<file path="src/rtl/alphabet_sched_gen_if.sv">
// rtl/alphabet_sched_gen_if.sv - output tuple stream (valid/ready) between sweep generator and consumer
interface alphabet_sched_gen_if #(
  parameter int D_W = 6,
  parameter int S_W = 3,
  parameter int A_W = 5
);
  logic           out_valid;
  logic           out_ready;
  logic [D_W-1:0] out_d;
  logic [S_W-1:0] out_s;
  logic [A_W-1:0] out_alpha;

  modport master (
    output out_valid,
    output out_d,
    output out_s,
    output out_alpha,
    input  out_ready
  );

  modport slave (
    input  out_valid,
    input  out_d,
    input  out_s,
    input  out_alpha,
    output out_ready
  );
endinterface

</file>
<file path="src/rtl/alphabet_sched_gen.sv">
// rtl/alphabet_sched_gen.sv - sweeps (day, slot) pairs and streams a table-looked-up alphabet code per pair
// Define ALPHABET_LEGACY_TABLE_EN to make reset load the legacy group mapping instead of an all-zero table.
module alphabet_sched_gen #(
  parameter int D_W   = 6,
  parameter int S_W   = 3,
  parameter int A_W   = 5,
  parameter int N_GRP = 9,
  parameter int DAYS  = 13,
  parameter int SLOTS = 6,
  localparam int IDX_W = (N_GRP > 1) ? $clog2(N_GRP) : 1
) (
  input  logic                 clk,
  input  logic                 rst,
  input  logic                 start,
  input  logic                 abort,
  input  logic                 cfg_we,
  input  logic [IDX_W-1:0]     cfg_idx,
  input  logic [D_W-1:0]       cfg_dmax,
  input  logic [A_W-1:0]       cfg_code0,
  input  logic [A_W-1:0]       cfg_coden,
  alphabet_sched_gen_if.master out_if,
  output logic                 busy,
  output logic                 done
);

  localparam logic [1:0] ST_IDLE = 2'd0;
  localparam logic [1:0] ST_RUN  = 2'd1;
  localparam logic [1:0] ST_DONE = 2'd2;

  localparam logic [D_W-1:0] LAST_D = D_W'(DAYS);
  localparam logic [S_W-1:0] LAST_S = S_W'(SLOTS - 1);

`ifdef ALPHABET_LEGACY_TABLE_EN
  if (N_GRP < 9) begin : g_legacy_chk
    $error("alphabet_sched_gen: legacy table needs N_GRP >= 9");
  end

  function automatic logic [D_W+2*A_W-1:0] legacy_entry(input int i);
    case (i)
      0:       return {D_W'(1),  A_W'(1), A_W'(1)};
      1:       return {D_W'(2),  A_W'(2), A_W'(2)};
      2:       return {D_W'(3),  A_W'(3), A_W'(3)};
      3:       return {D_W'(4),  A_W'(4), A_W'(4)};
      4:       return {D_W'(5),  A_W'(5), A_W'(5)};
      5:       return {D_W'(6),  A_W'(6), A_W'(6)};
      6:       return {D_W'(7),  A_W'(6), A_W'(6)};
      7:       return {D_W'(10), A_W'(7), A_W'(8)};
      8:       return {D_W'(13), A_W'(9), A_W'(10)};
      default: return '0;
    endcase
  endfunction
`endif

  logic [1:0]     state_q, state_d;
  logic [D_W-1:0] d_q, d_d;
  logic [S_W-1:0] s_q, s_d;
  logic [A_W-1:0] alpha_q, alpha_d;
  logic           ld;
  logic           xfer;
  logic           last;
  logic           hit;

  logic [D_W-1:0] dmax_q  [N_GRP];
  logic [D_W-1:0] dmax_d  [N_GRP];
  logic [A_W-1:0] code0_q [N_GRP];
  logic [A_W-1:0] code0_d [N_GRP];
  logic [A_W-1:0] coden_q [N_GRP];
  logic [A_W-1:0] coden_d [N_GRP];
  logic           tbl_we;

  assign out_if.out_valid = (state_q == ST_RUN);
  assign out_if.out_d     = d_q;
  assign out_if.out_s     = s_q;
  assign out_if.out_alpha = alpha_q;
  assign busy             = (state_q == ST_RUN);
  assign done             = (state_q == ST_DONE);

  assign xfer = out_if.out_valid && out_if.out_ready;
  assign last = (d_q == LAST_D) && (s_q == LAST_S);

  // The write lands before a same-cycle start, so the lookup below sees the post-write table.
  always_comb begin
    tbl_we = (state_q == ST_IDLE) && cfg_we && (32'(cfg_idx) < 32'(N_GRP));
    for (int i = 0; i < N_GRP; i++) begin
      dmax_d[i]  = dmax_q[i];
      code0_d[i] = code0_q[i];
      coden_d[i] = coden_q[i];
      if (tbl_we && (cfg_idx == IDX_W'(i))) begin
        dmax_d[i]  = cfg_dmax;
        code0_d[i] = cfg_code0;
        coden_d[i] = cfg_coden;
      end
    end
  end

  always_comb begin
    state_d = state_q;
    d_d     = d_q;
    s_d     = s_q;
    ld      = 1'b0;
    case (state_q)
      ST_IDLE: begin
        if (start) begin
          state_d = ST_RUN;
          d_d     = D_W'(1);
          s_d     = '0;
          ld      = 1'b1;
        end
      end
      ST_RUN: begin
        if (abort) begin
          state_d = ST_IDLE;
        end else if (xfer) begin
          if (last) begin
            state_d = ST_DONE;
          end else begin
            ld = 1'b1;
            if (s_q == LAST_S) begin
              s_d = '0;
              d_d = d_q + D_W'(1);
            end else begin
              s_d = s_q + S_W'(1);
            end
          end
        end
      end
      ST_DONE: state_d = ST_IDLE;
      default: state_d = ST_IDLE;
    endcase
  end

  // Lowest-index enabled entry whose day bound covers d wins.
  always_comb begin
    alpha_d = '0;
    hit     = 1'b0;
    for (int i = 0; i < N_GRP; i++) begin
      if (!hit && (dmax_d[i] != '0) && (d_d <= dmax_d[i])) begin
        hit     = 1'b1;
        alpha_d = (s_d == '0) ? code0_d[i] : coden_d[i];
      end
    end
  end

  always_ff @(posedge clk or posedge rst) begin
    if (rst) begin
      state_q <= ST_IDLE;
      d_q     <= '0;
      s_q     <= '0;
      alpha_q <= '0;
    end else begin
      state_q <= state_d;
      if (ld) begin
        d_q     <= d_d;
        s_q     <= s_d;
        alpha_q <= alpha_d;
      end
    end
  end

  always_ff @(posedge clk or posedge rst) begin
    if (rst) begin
      for (int i = 0; i < N_GRP; i++) begin
`ifdef ALPHABET_LEGACY_TABLE_EN
        {dmax_q[i], code0_q[i], coden_q[i]} <= legacy_entry(i);
`else
        dmax_q[i]  <= '0;
        code0_q[i] <= '0;
        coden_q[i] <= '0;
`endif
      end
    end else begin
      for (int i = 0; i < N_GRP; i++) begin
        dmax_q[i]  <= dmax_d[i];
        code0_q[i] <= code0_d[i];
        coden_q[i] <= coden_d[i];
      end
    end
  end

endmodule

</file>
<file path="src/flat_wrapper.sv">
// flat-port wrapper written by rule: the top's interface ports become plain ports
module alphabet_sched_gen_flat 
#(
  parameter int D_W   = 6,
  parameter int S_W   = 3,
  parameter int A_W   = 5,
  parameter int N_GRP = 9,
  parameter int DAYS  = 13,
  parameter int SLOTS = 6,
  localparam int IDX_W = (N_GRP > 1) ? $clog2(N_GRP) : 1
)
  (clk, rst, start, abort, cfg_we, cfg_idx, cfg_dmax, cfg_code0, cfg_coden, busy, done, out_if_out_valid, out_if_out_d, out_if_out_s, out_if_out_alpha, out_if_out_ready);
  alphabet_sched_gen_if #(.D_W(D_W), .S_W(S_W), .A_W(A_W)) out_if_i ();
  input  logic clk;
  input  logic rst;
  input  logic start;
  input  logic abort;
  input  logic cfg_we;
  input  logic [IDX_W-1:0] cfg_idx;
  input  logic [D_W-1:0] cfg_dmax;
  input  logic [A_W-1:0] cfg_code0;
  input  logic [A_W-1:0] cfg_coden;
  output logic busy;
  output logic done;
  output wire logic [$bits(out_if_i.out_valid)-1:0] out_if_out_valid;
  output wire logic [$bits(out_if_i.out_d)-1:0] out_if_out_d;
  output wire logic [$bits(out_if_i.out_s)-1:0] out_if_out_s;
  output wire logic [$bits(out_if_i.out_alpha)-1:0] out_if_out_alpha;
  input wire logic [$bits(out_if_i.out_ready)-1:0] out_if_out_ready;
  assign out_if_out_valid = out_if_i.out_valid;
  assign out_if_out_d = out_if_i.out_d;
  assign out_if_out_s = out_if_i.out_s;
  assign out_if_out_alpha = out_if_i.out_alpha;
  assign out_if_i.out_ready = out_if_out_ready;
  alphabet_sched_gen #(.D_W(D_W), .S_W(S_W), .A_W(A_W), .N_GRP(N_GRP), .DAYS(DAYS), .SLOTS(SLOTS)) u_core (.clk(clk), .rst(rst), .start(start), .abort(abort), .cfg_we(cfg_we), .cfg_idx(cfg_idx), .cfg_dmax(cfg_dmax), .cfg_code0(cfg_code0), .cfg_coden(cfg_coden), .out_if(out_if_i), .busy(busy), .done(done));
endmodule
</file>
<file path="config.mk">
export PLATFORM = sky130hd
export DESIGN_NAME = alphabet_sched_gen_flat
export DESIGN_NICKNAME = d
export VERILOG_FILES = /design/src/rtl/alphabet_sched_gen_if.sv /design/src/rtl/alphabet_sched_gen.sv /design/src/flat_wrapper.sv
export SDC_FILE = /design/constraint.sdc
export NUM_CORES = 1
export LEC_CHECK = 0
export BUFFER_PORTS_ARGS = -buffer_cell sky130_fd_sc_hd__buf_2
export CORE_MARGIN = 1
export CORE_UTILIZATION = 45
export CTS_BUF_LIST = sky130_fd_sc_hd__clkbuf_16
export CTS_CLUSTER_SIZE = 28
export DETAILED_ROUTE_END_ITERATION = 7
export PLACE_DENSITY = 0.69
export SYNTH_ARGS = -nofsm -noshare
export SYNTH_HDL_FRONTEND = slang
export SYNTH_SLANG_ARGS = --single-unit
export TNS_END_PERCENT = 10
</file>
<file path="constraint.sdc">
create_clock -name clk -period 8.3 [get_ports clk]
set_clock_uncertainty 0.1 [all_clocks]
set_input_delay 0 -clock clk [delete_from_list [all_inputs] [get_ports clk]]
set_output_delay 0 -clock clk [all_outputs]
set_load 0.01 [all_outputs]
</file>
# Yosys cells after proc, flatten, opt, wreduce, memory -nomap -nowiden
# Cells that the tools add are included.
totals:
  elab_cells: 184
  romBits: 0
  latchBits: 0
  regBits: 160
  ramBits: 0
  out_inout_bits: 17
  mem_count: 0
classes:
  n_reduce_logical: 51
  n_div: 0
  magnitude_cmp: 10
  muxes: 75
  n_eq_ne: 15
  multipliers: 0
  shifts: 0
  n_bitwise: 0
  n_addsub: 2
op_table:
  columns: ["cell", "count"]
  rows:
  - ["$mux W5", 36]
  - ["$mux W6", 14]
  - ["$le A6 B6 Y1", 9]
  - ["$reduce_bool A6 Y1", 9]
  - ["$logic_and A1 B1 Y1", 30]
  - ["$eq A4 B3 Y1 const B", 4]
  - ["$mux W3", 5]
  - ["$mux W1", 12]
  - ["$pmux W6 S2", 1]
  - ["$eq A4 B2 Y1 const B", 2]
  - ["$logic_not A1 Y1", 8]
  - ["$mux W2", 4]
  - ["$add A6 B1 Y6 const B", 1]
  - ["$eq A6 B4 Y1 const B", 1]
  - ["$ne A3 B3 Y1 const B", 2]
  - ["$pmux W3 S2", 1]
  - ["$eq A4 B1 Y1 const B", 1]
  - ["$eq A4 B4 Y1 const B", 1]
  - ["$logic_not A4 Y1", 1]
  - ["$lt A4 B4 Y1 const B", 1]
  - ["$pmux W2 S2", 1]
  - ["$add A3 B1 Y3 const B", 1]
  - ["$eq A3 B3 Y1 const B", 1]
  - ["$logic_not A3 Y1", 1]
  - ["6 further kinds", 6]

# Logic depth before layout (Yosys ltp)
logic_depth:
  depth_word: 41
  depth_mapped: 20
  depth_no_buf: 18

# Least setup slack after synthesis
# OpenSTA, ideal clock, no wires.
synth_timing:
  path_kind: "register to register"
  startpoint: "reg u_core.state_q[1]"
  endpoint: "reg u_core.alpha_q[2], in the netlist u_core.out_if.out_alpha[2]"
  required_time_ns: 8.071
  stages_incl_launch_ff: 19
  arrival_ns: 4.746
  setup_ns: 0.129
  setup_slack_ns: 3.325
  n_path_buf: 1
  period_less_slack_ns: 4.975
  cell_sequence: "dfrtp_1 -> clkbuf_1 -> nand2b_1 -> inv_1 -> nand3_1 -> nor2_1 -> nand2_1 -> nor3_1 -> nand2_1 -> mux2i_1 -> ha_1 -> and4_1 -> and3_1 -> a31oi_1 -> o22ai_1 -> or4_1 -> or4b_1 -> a41oi_1 -> o21ai_1"
synth_between:
  elab_chain_len: 40
  word_cells_on_any_way: 120
  classes_between: "9 x order compare; 1 x eq/ne; 62 x mux; 48 x reduce/logical"
synth_rtl:
  columns: ["item", "line_no", "source"]
  rows:
  - ["start, declared", "alphabet_sched_gen.sv:54", "logic [1:0] state_q, state_d;"]
  - ["start signal, assigned", "alphabet_sched_gen.sv:151", "state_q <= state_d;"]
  - ["$eq A2 B1 Y1 *", null, null]
  - ["net busy", "flat_wrapper.sv:23", "output logic busy;"]
  - ["$logic_and A1 B1 Y1", "alphabet_sched_gen.sv:78", "assign xfer = out_if.out_valid && out_if.out_ready;"]
  - ["$mux W6", "alphabet_sched_gen.sv:113", "end else if (xfer) begin"]
  - ["$mux W6", "alphabet_sched_gen.sv:111", "if (abort) begin"]
  - ["$pmux W6 S2 *", "alphabet_sched_gen.sv:101", "case (state_q)"]
  - ["net u_core.d_d[5]", "alphabet_sched_gen.sv:55", "logic [D_W-1:0] d_q, d_d;"]
  - ["$le A6 B6 Y1", "alphabet_sched_gen.sv:137", "if (!hit && (dmax_d[i] != '0) && (d_d <= dmax_d[i])) begin"]
  - ["[... 23 more ...]", null, null]
  - ["$logic_and A1 B1 Y1 (2 in series)", "alphabet_sched_gen.sv:137", null]
  - ["$mux W1", "alphabet_sched_gen.sv:137", null]
  - ["$logic_not A1 Y1", "alphabet_sched_gen.sv:137", null]
  - ["$logic_and A1 B1 Y1 (2 in series)", "alphabet_sched_gen.sv:137", null]
  - ["$mux W1", "alphabet_sched_gen.sv:137", null]
  - ["$logic_not A1 Y1", "alphabet_sched_gen.sv:137", null]
  - ["$logic_and A1 B1 Y1 (2 in series)", "alphabet_sched_gen.sv:137", null]
  - ["$mux W5 *", "alphabet_sched_gen.sv:137", null]
  - ["end signal, assigned", "alphabet_sched_gen.sv:155", "alpha_q <= alpha_d;"]
  - ["end, declared", "alphabet_sched_gen.sv:57", "logic [A_W-1:0] alpha_q, alpha_d;"]
# The timed path passes the listed nets; every way through them passes the cells marked *.
# A chain may end at the register's enable or synchronous reset.

# Worst setup path in the final report
layout_timing:
  startpoint: "reg u_core.state_q[1]"
  endpoint: "reg u_core.alpha_q[2], in the netlist u_core.out_if.out_alpha[2]"
layout_between:
  elab_chain_len: 40
  word_cells_on_any_way: 120
  classes_between: "9 x order compare; 1 x eq/ne; 62 x mux; 48 x reduce/logical"
layout_rtl:
  columns: ["item", "line_no"]
  rows:
  - ["$eq A2 B1 Y1", "alphabet_sched_gen.sv:71, alphabet_sched_gen.sv:101"]
  - ["$logic_and A1 B1 Y1", "alphabet_sched_gen.sv:78"]
  - ["$mux W6", "alphabet_sched_gen.sv:113"]
  - ["$mux W6", "alphabet_sched_gen.sv:111"]
  - ["$pmux W6 S2 *", "alphabet_sched_gen.sv:101"]
  - ["net u_core.d_d[5]", "alphabet_sched_gen.sv:55"]
  - ["$le A6 B6 Y1", "alphabet_sched_gen.sv:137"]
  - ["$logic_and A1 B1 Y1", "alphabet_sched_gen.sv:137"]
  - ["[... 22 more ...]", null]
  - ["$logic_and A1 B1 Y1 (2 in series)", "alphabet_sched_gen.sv:137"]
  - ["$mux W1", "alphabet_sched_gen.sv:137"]
  - ["$logic_not A1 Y1", "alphabet_sched_gen.sv:137"]
  - ["$logic_and A1 B1 Y1 (2 in series)", "alphabet_sched_gen.sv:137"]
  - ["$mux W1", "alphabet_sched_gen.sv:137"]
  - ["$logic_not A1 Y1", "alphabet_sched_gen.sv:137"]
  - ["$logic_and A1 B1 Y1 (2 in series)", "alphabet_sched_gen.sv:137"]
  - ["$mux W5 *", "alphabet_sched_gen.sv:137"]
# Marks and branches as above.

==> flow_metrics.py <==
metrics = {
    "outcome": {
        "status": "finished clean",
    },
    "cts": {
        "numCtsBuffers": 17,
        "cts_root_buf": "clkbuf_16",
        "clock_path_buffers": 2,
        "post_cts_buffers": 0,
        "cts_tree": "done",
        "htree_levels": 4,
        "clkTransAtPathRegs_ns": 0.07,
        "cts.sinks": 160,
        "clock_latency_ns": 0.42,
    },
    "hold_path": {
        "holdPathStages": 3,
        "min_path_type": "primary input to flop",
        "min_to": "u_core.code0_q[22]",
        "hold_start": "cfg_idx[1]",
    },
    "timing": {
        "max_freq_mhz": 171.9,
        "report.final.slew_viol_count": 0,
        "min_period_ns": 5.817,
        "finalHoldViolCount": 0,
        "setup_ws_ns": 2.483,
        "tns_ns": 0,
        "rsz0062_at_grt": "no",
        "finalSetupViolCount": 0,
        "worst_slew_pin_slew_ns": 1.104,
        "timing.final.crit_share": 0.7009,
        "slew_headroom": 0.2614,
    },
    "power_and_ir_drop": {
        "p_leak_uw": 0.005013,
        "max-vdd-ir-drop_mv": 0.1637,
        "p_int_uw": 1791,
        "combPwrFrac": 0.321,
        "switching_power_uw": 887.5,
        "pwr-share-clk": 0.286,
        "switching_share": 0.3314,
        "seqPwrFrac": 0.393,
        "power_density_nw_per_um2": 264.4,
    },
    "setup_path": {
        "cp-end-kind": "flop",
        "worstSetupStartpointType": "flop",
        "required_ns": 8.50,
        "reg2reg_depth": 19,
        "reg2reg_from": "u_core.state_q[1]",
        "cp_max_fo": 11,
        "rr_endpoint": "u_core.out_if.out_alpha[2]",
        "worst-setup-path-type": "flop to flop",
        "ff2ff_setup_slack_ns": 2.48,
        "crit_start": "u_core.state_q[1]",
        "arrival_ns": 6.02,
    },
    "route": {
        "wire_per_inst_um": 19.70,
        "drt-initial-drc-count": 417,
        "drc": 0,
        "dr.pass1.iters": 5,
        "routed_via_density": 5.754,
        "vias": 6335,
        "final_antenna_net_count": 0,
        "wl_um": 21690,
    },
    "synth": {
        "ys_types": 61,
        "ys_ff_latch": 160,
        "seq_area_frac_synth": 0.4544,
        "synth_nets": 845,
        "synth_area_per_cell_um2": 11.55,
        "synthesis.instances": 763,
        "synth-main-ff-cell": "dfrtp_1",
        "synthesis.area_um2": 8812,
        "synth_area_leader_cell": "dfrtp_1",
        "ys_warn_count": 0,
        "synth-edff-count": 0,
        "netlist.area_leader.share": 0.4544,
        "synth-async-reset-ratio": 1.000,
        "synthTopCellsByArea": "dfrtp_1 (45%), mux2_2 (14%), mux2i_1 (9.4%)",
    },
    "job": {
        "drv_cap": 0,
    },
    "cells_and_area": {
        "seq_area_um2": 4004,
        "fin_cells": 1101,
        "multi_input_area_um2": 4502,
        "drive_above_1_share": 0.2390,
        "syn_to_final_growth_pct": 14.95,
        "final_nets": 911,
        "insertedDiodeCount": 0,
        "num-fill-cells": 1664,
    },
    "floorplanning": {
        "start_util": 0.4649,
        "die_y_um": 141.9,
        "die-area_um2": 20150,
        "design.core.area_um2": 18960,
        "fp.dieW_um": 141.9,
        "ios": 43,
        "core.rowCount": 50,
    },
    "global_routing": {
        "track_usage": 0.2290,
        "grt_pass1_wl_um": 34750,
        "grt_max_degree": 90,
        "grt_pass1_vias": 6505,
        "overflow": 0,
        "antenna_found_initial": 0,
    },
    "placement": {
        "portBuffers": 42,
        "hpwl_um": 14910,
        "dp_cells": 1048,
        "pre_cts_slack_ns": 2.695,
        "place.gp.congestion": 0.8946,
    },
}
how the worst max path moves through the flow:
stage,to,slack [ns],cells after the start
finish,u_core.out_if.out_alpha[2],2.48,19
detailed placement,u_core.out_if.out_alpha[2],2.70,19
global route,u_core.out_if.out_alpha[2],2.16,19
global placement,u_core.out_if.out_alpha[2],2.84,19
CTS,u_core.out_if.out_alpha[2],2.66,19
floorplan,u_core.out_if.out_alpha[2],3.32,18
layout by cell type, fill, tap and decap left out, types with 19 or more instances in the layout:
cell	count
dlygate4sd3_1	22
mux2i_1	83
ha_1	56
nand3_1	19
nand2_1	27
mux2_2	107
dfrtp_1	160
buf_2	42
nor2_1	31
inv_1	54
cells in the mapped netlist (3+ instances only):
library cell  instances
a21oi_1              14
and3_1                8
dfrtp_1             160
mux2_2              107
and4_1                3
inv_1                53
o21ai_0              13
nor4_1               11
nor2_1               31
o21a_1                5
a221oi_1              4
a31oi_1               6
nand4b_1              3
nor2b_1              11
o22ai_1              12
or4_1                 6
o211ai_1              5
ha_1                 56
mux2i_1              83
buf_2                 6
clkbuf_1             15
a2111oi_0             5
nand3_1              20
buf_1                 7
o32ai_1               7
nand4_1               9
o221ai_1              3
nand2_1              27
nand2b_1              5
o31ai_1               8
nor3_1                7
mux2_1                3
o22a_1                7
a21o_1                5
flip-flops by register name (all words and copies together) (netlist names):
name / flops
u_core.out_if.out_s: 3
u_core.coden_q: 45
u_core.state_q: 2
u_core.dmax_q: 54
u_core.out_if.out_alpha: 5
u_core.out_if.out_d: 6
u_core.code0_q: 45
layer usage:
| metal | part of all wire | GRT usage | vias up |
|---|---|---|---|
| met4 | 0.0093 | 0.05886 | 0 |
| met5 | 0 | 0 | - |
| met1 | 0.46 | 0.3022 | 3168 |
| li1 | - | - | 2973 |
| met3 | 0.050 | 0.04610 | 22 |
| met2 | 0.48 | 0.3848 | 172 |
cells by family after synthesis:
kind of cell | share of synthesized area
compound gates | 0.08903
flops | 0.4544
fa+ha+maj | 0.07951
mux | 0.2348
simple gates | 0.1052
buf+inv | 0.03706
stage by stage:
step	total power [µW]	hold WS [ns]	utilization	area (µm²)
detailed placement	1906	0.1150	0.4929	9343
global placement	1887	0.1165	0.4929	9343
floorplan	1669	0.05362	-	8812
global route	2827	0.02269	0.5344	10130
finish	2678	0.02313	0.5344	10130
CTS	2686	0.004836	0.5344	10130
worst max-delay path, stage by stage (launching register included):
cell	delay, ns
dfrtp_1	0.48
nand2b_1	0.22
inv_1	0.15
nand3_1	0.20
nor2_1	0.20
nand2_1	0.13
nor3_1	0.31
nand2_1	0.14
a21oi_1	0.20
mux2i_1	0.10
buf_4	0.19
ha_1	0.32
and4_1	0.22
and3_1	0.17
a31oi_1	0.50
o22ai_1	0.37
or4_1	0.77
or4b_1	0.60
a41oi_1	0.22
o21ai_1	0.09
area by class of cell:
cell class | count | area share
Clock buffer | 17 | 0.04200
Multi-Input combinational cell | 520 | 0.4444
Timing Repair Buffer | 77 | 0.05212
Inverter | 53 | 0.02013
Clock inverter | 14 | 0.01396
Tap cell | 260 | 0.03211
Sequential cell | 160 | 0.3953
power groups by stage:
stage	clock network [µW]	registers (µW)	logic, µW
after global placement	0	1060	831
after global routing	810	1070	944
final	765	1050	861
after CTS	776	1050	859
after floorplan	0	1040	626
after detailed placement	0	1060	843
timing repair:
action | 4_1_cts | 5_1_grt
gates resized for setup | 0 | 0
hold buffers | 22 | 0
endpoints found under the hold margin | 224 | 0
Note: power is estimated with default switching activity, not from simulation.
